File: src/rtl/bcd_sched_pkg.sv
// Shared types for the two-digit BCD counter scheduler.
// FSM state encoding, BCD pair type and a digit-validity helper.
package bcd_sched_pkg;

   typedef enum logic [1:0] {
      S_IDLE,
      S_RUN,
      S_PAUSE,
      S_LOAD
   } sched_state_e;

   localparam logic [3:0] BCD_MAX = 4'd9;

   typedef logic [7:0] bcd_pair_t;

   function automatic logic is_bcd(input bcd_pair_t v);
      return (v[7:4] <= BCD_MAX) && (v[3:0] <= BCD_MAX);
   endfunction

endpackage

File: src/rtl/bcd_count_scheduler_if.sv
// Request/status bundle between the button front end and the scheduler.
// master drives requests, slave (the scheduler) drives count and status.
interface bcd_count_scheduler_if;
   import bcd_sched_pkg::*;

   logic         req_start_stop_i;
   logic         req_up_i;
   logic         req_down_i;
   logic         req_load_i;
   bcd_pair_t    load_value_i;
   bcd_pair_t    count_o;
   sched_state_e state_o;
   logic         running_o;
   logic         dir_up_o;
   logic         tick_o;
   logic         load_err_o;

   modport master (
      output req_start_stop_i, req_up_i,
      output req_down_i, req_load_i,
      output load_value_i,
      input  count_o, state_o, running_o,
      input  dir_up_o, tick_o, load_err_o
   );

   modport slave (
      input  req_start_stop_i, req_up_i,
      input  req_down_i, req_load_i,
      input  load_value_i,
      output count_o, state_o, running_o,
      output dir_up_o, tick_o, load_err_o
   );

endinterface

File: src/rtl/bcd_digit.sv
// One BCD digit 0-9 with load, wrap-around inc/dec and carry/borrow out.
// Load has priority over inc/dec; carry/borrow depend only on inc/dec.
module bcd_digit
   import bcd_sched_pkg::*;
(
   input  logic       clk,
   input  logic       resetn,
   input  logic       inc,
   input  logic       dec,
   input  logic       load,
   input  logic [3:0] load_val,
   output logic [3:0] value,
   output logic       carry,
   output logic       borrow
);

   assign carry  = inc && (value == BCD_MAX);
   assign borrow = dec && (value == 4'd0);

   always_ff @(posedge clk or negedge resetn) begin
      if (!resetn) begin
         value <= 4'd0;
      end else if (load) begin
         value <= load_val;
      end else if (inc) begin
         value <= carry ? 4'd0 : value + 4'd1;
      end else if (dec) begin
         value <= borrow ? BCD_MAX : value - 4'd1;
      end
   end

endmodule

File: src/rtl/bcd_count_scheduler.sv
// Run/pause/load scheduler with step divider and 00-99 BCD count.
// Define AUTO_REVERSE_EN to bounce at 99/00 instead of wrapping.
module bcd_count_scheduler
   import bcd_sched_pkg::*;
#(
   parameter int unsigned TICK_DIV = 50_000_000
) (
   input logic                  CLOCK_50_I,
   input logic                  resetn,
   bcd_count_scheduler_if.slave bus
);

   localparam int unsigned DIV_W =
      (TICK_DIV > 1) ? $clog2(TICK_DIV) : 1;
   localparam logic [DIV_W-1:0] DIV_LAST =
      DIV_W'(TICK_DIV - 1);

   sched_state_e     state_q, state_d;
   logic             dir_q, dir_d;
   logic [DIV_W-1:0] div_q, div_d;
   logic             tick_q, err_q;
   logic             sel_load, sel_ss;
   logic             sel_dn, sel_up;
   logic             terminal, step;
   logic             inc, dec;
   logic             ld, bad_load;
   bcd_pair_t        ld_val;
   logic [3:0]       units_v, tens_v;
   logic             u_carry, u_borrow;
   logic             t_carry, t_borrow;

   // LOAD swallows every request; otherwise one-hot by priority
   assign sel_load = bus.req_load_i && (state_q != S_LOAD);
   assign sel_ss   = bus.req_start_stop_i && (state_q != S_LOAD)
                     && !bus.req_load_i;
   assign sel_dn   = bus.req_down_i && (state_q != S_LOAD)
                     && !bus.req_load_i && !bus.req_start_stop_i;
   assign sel_up   = bus.req_up_i && (state_q != S_LOAD)
                     && !bus.req_load_i && !bus.req_start_stop_i
                     && !bus.req_down_i;

   assign terminal = (state_q == S_RUN) && (div_q == DIV_LAST);
   assign step     = terminal && !bus.req_load_i;
   assign inc      = step && dir_q;
   assign dec      = step && !dir_q;

   always_comb begin
      state_d  = state_q;
      dir_d    = dir_q;
      ld       = 1'b0;
      ld_val   = bus.load_value_i;
      bad_load = 1'b0;
`ifdef AUTO_REVERSE_EN
      if (t_carry) begin
         ld     = 1'b1;
         ld_val = 8'h98;
         dir_d  = 1'b0;
      end else if (t_borrow) begin
         ld     = 1'b1;
         ld_val = 8'h01;
         dir_d  = 1'b1;
      end
`endif
      if (state_q == S_LOAD) state_d = S_PAUSE;
      unique case (1'b1)
         sel_load: begin
            if (is_bcd(bus.load_value_i)) begin
               state_d = S_LOAD;
               ld      = 1'b1;
               ld_val  = bus.load_value_i;
            end else begin
               bad_load = 1'b1;
            end
         end
         sel_ss: state_d = (state_q == S_RUN) ? S_PAUSE : S_RUN;
         sel_dn: dir_d = 1'b0;
         sel_up: dir_d = 1'b1;
         default: ;
      endcase
      div_d = (state_q == S_RUN && state_d == S_RUN && !terminal)
              ? div_q + 1'b1 : '0;
   end

`ifndef AUTO_REVERSE_EN
   logic unused_tens_wrap;
   assign unused_tens_wrap = t_carry ^ t_borrow;
`endif

   always_ff @(posedge CLOCK_50_I or negedge resetn) begin
      if (!resetn) begin
         state_q <= S_IDLE;
         dir_q   <= 1'b1;
         div_q   <= '0;
         tick_q  <= 1'b0;
         err_q   <= 1'b0;
      end else begin
         state_q <= state_d;
         dir_q   <= dir_d;
         div_q   <= div_d;
         tick_q  <= step;
         err_q   <= bad_load;
      end
   end

   bcd_digit u_units (
      .clk      (CLOCK_50_I),
      .resetn   (resetn),
      .inc      (inc),
      .dec      (dec),
      .load     (ld),
      .load_val (ld_val[3:0]),
      .value    (units_v),
      .carry    (u_carry),
      .borrow   (u_borrow)
   );

   bcd_digit u_tens (
      .clk      (CLOCK_50_I),
      .resetn   (resetn),
      .inc      (u_carry),
      .dec      (u_borrow),
      .load     (ld),
      .load_val (ld_val[7:4]),
      .value    (tens_v),
      .carry    (t_carry),
      .borrow   (t_borrow)
   );

   assign bus.count_o    = {tens_v, units_v};
   assign bus.state_o    = state_q;
   assign bus.running_o  = (state_q == S_RUN);
   assign bus.dir_up_o   = dir_q;
   assign bus.tick_o     = tick_q;
   assign bus.load_err_o = err_q;

endmodule

File: src/flat_wrapper.sv
// flat-port wrapper written by rule: the top's interface ports become plain ports
module bcd_count_scheduler_flat import bcd_sched_pkg::*;
#(
   parameter int unsigned TICK_DIV = 50_000_000
)
  (CLOCK_50_I, resetn, bus_req_start_stop_i, bus_req_up_i, bus_req_down_i, bus_req_load_i, bus_load_value_i, bus_count_o, bus_state_o, bus_running_o, bus_dir_up_o, bus_tick_o, bus_load_err_o);
  bcd_count_scheduler_if bus_i ();
  input logic CLOCK_50_I;
  input logic resetn;
  input wire logic [$bits(bus_i.req_start_stop_i)-1:0] bus_req_start_stop_i;
  input wire logic [$bits(bus_i.req_up_i)-1:0] bus_req_up_i;
  input wire logic [$bits(bus_i.req_down_i)-1:0] bus_req_down_i;
  input wire logic [$bits(bus_i.req_load_i)-1:0] bus_req_load_i;
  input wire logic [$bits(bus_i.load_value_i)-1:0] bus_load_value_i;
  output wire logic [$bits(bus_i.count_o)-1:0] bus_count_o;
  output wire logic [$bits(bus_i.state_o)-1:0] bus_state_o;
  output wire logic [$bits(bus_i.running_o)-1:0] bus_running_o;
  output wire logic [$bits(bus_i.dir_up_o)-1:0] bus_dir_up_o;
  output wire logic [$bits(bus_i.tick_o)-1:0] bus_tick_o;
  output wire logic [$bits(bus_i.load_err_o)-1:0] bus_load_err_o;
  assign bus_i.req_start_stop_i = bus_req_start_stop_i;
  assign bus_i.req_up_i = bus_req_up_i;
  assign bus_i.req_down_i = bus_req_down_i;
  assign bus_i.req_load_i = bus_req_load_i;
  assign bus_i.load_value_i = bus_load_value_i;
  assign bus_count_o = bus_i.count_o;
  assign bus_state_o = bus_i.state_o;
  assign bus_running_o = bus_i.running_o;
  assign bus_dir_up_o = bus_i.dir_up_o;
  assign bus_tick_o = bus_i.tick_o;
  assign bus_load_err_o = bus_i.load_err_o;
  bcd_count_scheduler #(.TICK_DIV(TICK_DIV)) u_core (.CLOCK_50_I(CLOCK_50_I), .resetn(resetn), .bus(bus_i));
endmodule
File: config.mk
export PLATFORM = sky130hd
export DESIGN_NAME = bcd_count_scheduler_flat
export DESIGN_NICKNAME = d
export VERILOG_FILES = /design/src/rtl/bcd_sched_pkg.sv /design/src/rtl/bcd_count_scheduler_if.sv /design/src/rtl/bcd_digit.sv /design/src/rtl/bcd_count_scheduler.sv /design/src/flat_wrapper.sv
export SDC_FILE = /design/constraint.sdc
export NUM_CORES = 1
export LEC_CHECK = 0
export BUFFER_PORTS_ARGS = -buffer_cell sky130_fd_sc_hd__buf_2
export CORE_AREA = 2 2 71 73
export DETAILED_ROUTE_END_ITERATION = 6
export DIE_AREA = 0 0 73 75
export PLACE_DENSITY = 0.69
export SYNTH_ARGS = -nofsm -noshare
export SYNTH_HDL_FRONTEND = slang
export SYNTH_SLANG_ARGS = --single-unit
File: constraint.sdc
create_clock -name CLOCK_50_I -period 3.3 [get_ports CLOCK_50_I]
set_clock_uncertainty 0.15 [all_clocks]
set_input_delay 0.495 -clock CLOCK_50_I [delete_from_list [all_inputs] [get_ports CLOCK_50_I]]
set_output_delay 0.495 -clock CLOCK_50_I [all_outputs]
set_load 0.02 [all_outputs]
# [Word-level counts from Yosys, hierarchy flattened]
# Index checks and enable logic that the tools add are counted.
[totals] ff_bits=39 word_cells=72
[classes] n_addsub=5 n_lt_le_gt_ge=2 eq_ne=7 n_mux=20 reduce_logical=31
[op_table] operator="two-way mux 4 bit" n=10
[op_table] operator="adder 26 x 1 -> 26 bit, second input constant" n=1
[op_table] operator="== test 26 bit, second input constant" n=1
[op_table] operator="two-way mux 26 bit" n=1
[op_table] operator="logical AND 1 bit" n=21
[op_table] operator="adder 4 x 1 -> 4 bit, second input constant" n=2
[op_table] operator="== test 4 bit, second input constant" n=2
[op_table] operator="<= comparator 4 bit, second input constant" n=2
[op_table] operator="zero test 4 bit" n=2
[op_table] operator="subtractor 4 x 1 -> 4 bit, second input constant" n=2
[op_table] operator="two-way mux 2 bit" n=3
[op_table] operator="nonzero test 3 bit" n=2
[op_table] operator="zero test 1 bit" n=5
[op_table] operator="== test 2 x 1 -> 1 bit, second input constant" n=2
[op_table] operator="two-way mux 1 bit" n=4
[op_table] operator="case mux 2 bit (2 select lines)" n=1
[op_table] operator="== test 2 bit, second input constant" n=1
[op_table] operator="!= test 2 bit, second input constant" n=1
[op_table] operator="case mux 1 bit (2 select lines)" n=1
[op_table] operator="nonzero test 2 bit" n=1

# [Depth between registers and ports, before layout]
[logic_depth] depth_word=10 depth_mapped=9 mapped_depth_nobuf=7

# [By module]
# A second synthesis with hierarchy kept.
[hier_totals] cells_unflattened=275 hier_area_um2=2477.4
[by_module_without_submodules] module="bcd_count_scheduler" n_inst=1 cells_each=171 area_each_um2=1604.0 seq_area_each_um2=777.0
[by_module_without_submodules] module="bcd_digit" n_inst=2 cells_each=52 area_each_um2=436.7 seq_area_each_um2=100.1

# [Worst setup path before layout]
# OpenSTA, ideal clock, no wires.
[synth_path] path_type="register to register" from="register u_core.u_units.value[0]" to="register u_core.u_tens.value[1]" setup_ps=136 arrival_time_ps=2018 required_time_ps=3014 setup_slack_ps=996 stages_incl_launch_ff=9 synth_period_minus_slack_ps=2304 cell_sequence="dfrtp_1 -> inv_1 -> ha_1 -> nor4b_1 -> nor2_1 -> or3_1 -> buf_2 -> a311oi_1 -> a311oi_1"
[synth_between] elab_chain_len=7
[synth_rtl] element="start: declaration" line="bcd_digit.sv:12" source="output logic [3:0] value,"
[synth_rtl] element="start signal: assignment" line="bcd_digit.sv:24" source="value <= load_val;"
[synth_rtl] element="start signal: assignment" line="bcd_digit.sv:26" source="value <= carry ? 4'd0 : value + 4'd1;"
[synth_rtl] element="start signal: assignment" line="bcd_digit.sv:28" source="value <= borrow ? BCD_MAX : value - 4'd1;"
[synth_rtl] element="zero test 4 bit" line="bcd_digit.sv:18" source="assign borrow = dec && (value == 4'd0);"
[synth_rtl] element="logical AND 1 bit (2 in series)" line="bcd_digit.sv:18"
[synth_rtl] element="two-way mux 4 bit" line="bcd_digit.sv:28"
[synth_rtl] element="two-way mux 4 bit" line="bcd_digit.sv:27" source="end else if (dec) begin"
[synth_rtl] element="two-way mux 4 bit" line="bcd_digit.sv:25" source="end else if (inc) begin"
[synth_rtl] element="two-way mux 4 bit" line="bcd_digit.sv:23" source="end else if (load) begin"
[synth_rtl] element="end signal: assignment" line="bcd_digit.sv:24"
[synth_rtl] element="end signal: assignment" line="bcd_digit.sv:26"
[synth_rtl] element="end signal: assignment" line="bcd_digit.sv:28"
[synth_rtl] element="end: declaration" line="bcd_digit.sv:12"
# Parallel ways exist; a longest one is shown, timed or not. The select of a mux whose other input is x is not followed.
# A chain may end at the register's enable or synchronous reset.

# [Final worst setup path]
[layout_path] from="register u_core.div_q[0]" to="register u_core.u_units.value[3]"
[layout_between] elab_chain_len=9
[layout_rtl] element="start: declaration" line="bcd_count_scheduler.sv:20" source="logic [DIV_W-1:0] div_q, div_d;"
[layout_rtl] element="start signal: assignment" line="bcd_count_scheduler.sv:99" source="div_q <= div_d;"
[layout_rtl] element="== test 26 bit *" line="bcd_count_scheduler.sv:42" source="assign terminal = (state_q == S_RUN) && (div_q == DIV_LAST);"
[layout_rtl] element="logical AND 1 bit *" line="bcd_count_scheduler.sv:42"
[layout_rtl] element="logical AND 1 bit *" line="bcd_count_scheduler.sv:43" source="assign step = terminal && !bus.req_load_i;"
[layout_rtl] element="net u_core.step" line="bcd_count_scheduler.sv:24" source="logic terminal, step;"
[layout_rtl] element="logical AND 1 bit" line="bcd_count_scheduler.sv:45" source="assign dec = step && !dir_q;"
[layout_rtl] element="logical AND 1 bit" line="bcd_digit.sv:18"
[layout_rtl] element="two-way mux 4 bit" line="bcd_digit.sv:28"
[layout_rtl] element="two-way mux 4 bit" line="bcd_digit.sv:27"
[layout_rtl] element="two-way mux 4 bit" line="bcd_digit.sv:25"
[layout_rtl] element="two-way mux 4 bit" line="bcd_digit.sv:23"
# The timed path passes the listed nets; every way through them passes the cells marked *. The select of a mux whose other input is x is not followed.

==> impl_metrics.tcl <==
set metrics [dict create \
    dieArea_mm2 0.005475 \
    worstPathMaxFanout 8 \
    critPathMostFrequentCell "nor2_1" \
    first_iter_violations 81 \
    cts_sinks 39 \
    power.density_mw_per_mm2 586.2 \
    htreeDepth 2 \
    tightest_slew_ps 865.4 \
    wl_um 4486 \
    cts_buffers 5 \
    clock_path_buffers 2 \
    critPathMaxStageDelay_ps 590 \
    synth_nets 279 \
    cap_viol_max_count 0 \
    dieHeight_um 75 \
    worst_setup_path_start_kind "flop" \
    syn_avg_cell_area_um2 9.008 \
    drive_gt1_share_pct 15.05 \
    cts_hold_buf 0 \
    synthTopCellsByCount "nor2_1, dfrtp_1, nand2_1, xnor2_1, nand3_1" \
    synth_seq_cells 39 \
    synth_most_common_cell "nor2_1" \
    antenna_found_initial 0 \
    ys.flop_type "dfrtp_1" \
    coreArea_mm2 0.004661 \
    fill_cells 448 \
    pin_count 28 \
    drt_first_pass_iters 4 \
    insertion_delay_ps 290 \
    dieWidth_um 73 \
    synth_top_area_share_pct 41.24 \
    routed-via-count 1840 \
    post-route-period-util_pct 75.80 \
    min_period_ps 2501 \
    cts_setup_buffers 0 \
    relSlewSlack_pct 42.31 \
    hp-class "in -> async" \
    yosysWarnings 0 \
    ys_seq_area_share_pct 42.38 \
    synthArstFlopShare_pct 100.0 \
    cts_root_buffer "clkbuf_8" \
    fin_util_pct 54.60 \
    area_delta_synth_final_pct 10.36 \
    fin_nets 302 \
    fp-row-count 25 \
    arrival_ps 2530 \
    syn_area_mm2 0.002306 \
    rsz0062_at_grt "no" \
    grt_use_total_pct 18.41 \
    cellLeakagePower_nw 1.078 \
    peakVddDrop_mv 0.2422 \
    synth_area_leaders "dfrtp_1, nor2_1, xnor2_1" \
    synth_largest_area_cell "dfrtp_1" \
    gp_congestion 0.8002 \
    drc 0 \
    cts.clk_slew.worst_paths_ps 70 \
    grt_pass1_wl_um 7824 \
    cp_top_family "simple AND/OR/NAND/NOR gates" \
    io_buffers 27 \
    postRouteAntennaNets 0 \
    vias_per_cell 5.526 \
    worstPathRequired_ps 3320 \
    grt_pass1_vias 1755 \
    floorplan.initialDensity_pct 49.48 \
    crit_type "reg -> reg" \
    fmax_mhz 399.8 \
    grt_start_max_net_pins 40 \
    slew_viol_final 0 \
    end_kind "flop" \
    setup_viol 0 \
    overflow 0 \
    cp_cell_sequence "ha_1 -> nand3_1 -> or4_4 -> nor2_1 -> nor2_1 -> a221o_1" \
    tritoncts "done" \
    setup-tns-final_ps 0 \
    yosysUniqueCellTypes 46 \
    synth-edff-count 0 \
    crit_buf_inv 0 \
    synth_cells 256 \
    outcome "completed" \
    dpl.hpwl_um 3140 \
    cts-resized-gates 0 \
    antenna_cells 0 \
    cp_slowest_cell "or4_4" \
    totalPowerFinal_w 0.001492 \
    finalHoldViolations 0 \
    post_drt_wl_per_cell_um 13.47 \
]
==> per-stage QoR <==
step,cell area (um2),hold slack (ps),cells,setup slack [ps]
finish,2545,163.7,333,798.6
global route,2545,177.4,333,566.0
CTS,2545,173.8,333,817.7
detailed placement,2457,338.8,326,819.0
global placement,2457,325.2,326,835.8
floorplan,2306,49.41,256,996.4
==> sequential cells by signal, summed over array words and instances, names as in the netlist <==
name	flops
u_core.bus.tick_o	1
u_core.u_units.value	4
u_core.bus.load_err_o	1
u_core.div_q	26
u_core.u_tens.value	4
u_core.bus.state_o	2
u_core.bus.dir_up_o	1
==> cells by family (layout without fill, tap and decap cells) <==
| logic type | Yosys count | count (layout) | synth area share, % |
|---|---|---|---|
| multiplexers | 1 | 1 | 0.4341 |
| flip-flops | 39 | 39 | 42.38 |
| AO/OA/AOI/OAI | 37 | 37 | 10.64 |
| buffers and inverters | 25 | 48 | 4.666 |
| AND/OR/NAND/NOR | 117 | 117 | 26.37 |
| adder cells (fa/ha/maj) | 9 | 9 | 4.883 |
| XOR/XNOR | 28 | 28 | 10.63 |
==> layer usage <==
layer	GRT usage, %	up-vias	routed length [um]
met2	31.23	35	2149
met1	22.66	865	2102
met4	7.202	0	56
met3	4.552	6	178
li1	-	934	-
met5	0	-	0
==> where the power goes <==
part           internal, W  switching, W  total, W
registers         0.000543      0.000125  0.000668
clock network     0.000164      0.000156  0.000320
logic             0.000209      0.000295  0.000504
==> worst register-to-register path: stages (launching register included) <==
cell and delay, ps:
dfrtp_1 400, ha_1 220, nand3_1 170, or4_4 590, nor2_1 430, nor2_1 130, a221o_1 300
==> area by class of cell <==
cell class | instances | area, um2 | share of cell area, %
multi-input combinational | 192 | 1221 | 47.98
sequential | 39 | 977.2 | 38.40
timing repair buffer | 28 | 142.6 | 5.605
clock inverter | 1 | 5.005 | 0.1967
inverter | 13 | 48.80 | 1.917
clock buffer | 6 | 82.58 | 3.245
tap | 54 | 67.56 | 2.655
==> path summary, 6_finish.rpt <==
check,startpoint,endpoint,slack (ps),cells past startpoint
hold / removal,resetn,u_core.u_tens.value[1],160,1
max in group asynchronous,resetn,u_core.div_q[25],2290,1
hold reg to reg,u_core.div_q[0],u_core.div_q[0],350,1
setup reg to reg,u_core.div_q[0],u_core.u_units.value[3],800,6
min in group CLOCK_50_I,bus_req_down_i,u_core.bus.dir_up_o,190,2
setup / recovery,u_core.div_q[0],u_core.u_units.value[3],800,6
==> layout by cell type (no fill, tap or decap), types with 4 or more instances in the layout <==
cell type | netlist | final
buf_2 | 5 | 27
and3_1 | 5 | 5
nor4b_1 | 4 | 4
inv_1 | 13 | 13
nor2_1 | 42 | 42
xnor2_1 | 16 | 16
clkbuf_8 | 0 | 6
a21oi_1 | 11 | 11
xor2_1 | 12 | 12
dfrtp_1 | 38 | 38
o21ai_0 | 8 | 8
nand4_1 | 5 | 5
ha_1 | 9 | 9
nand3_1 | 15 | 15
nand2_1 | 16 | 16
nor3_1 | 8 | 8
nor4_1 | 4 | 4
No activity file was read; power rests on OpenSTA's default activity.
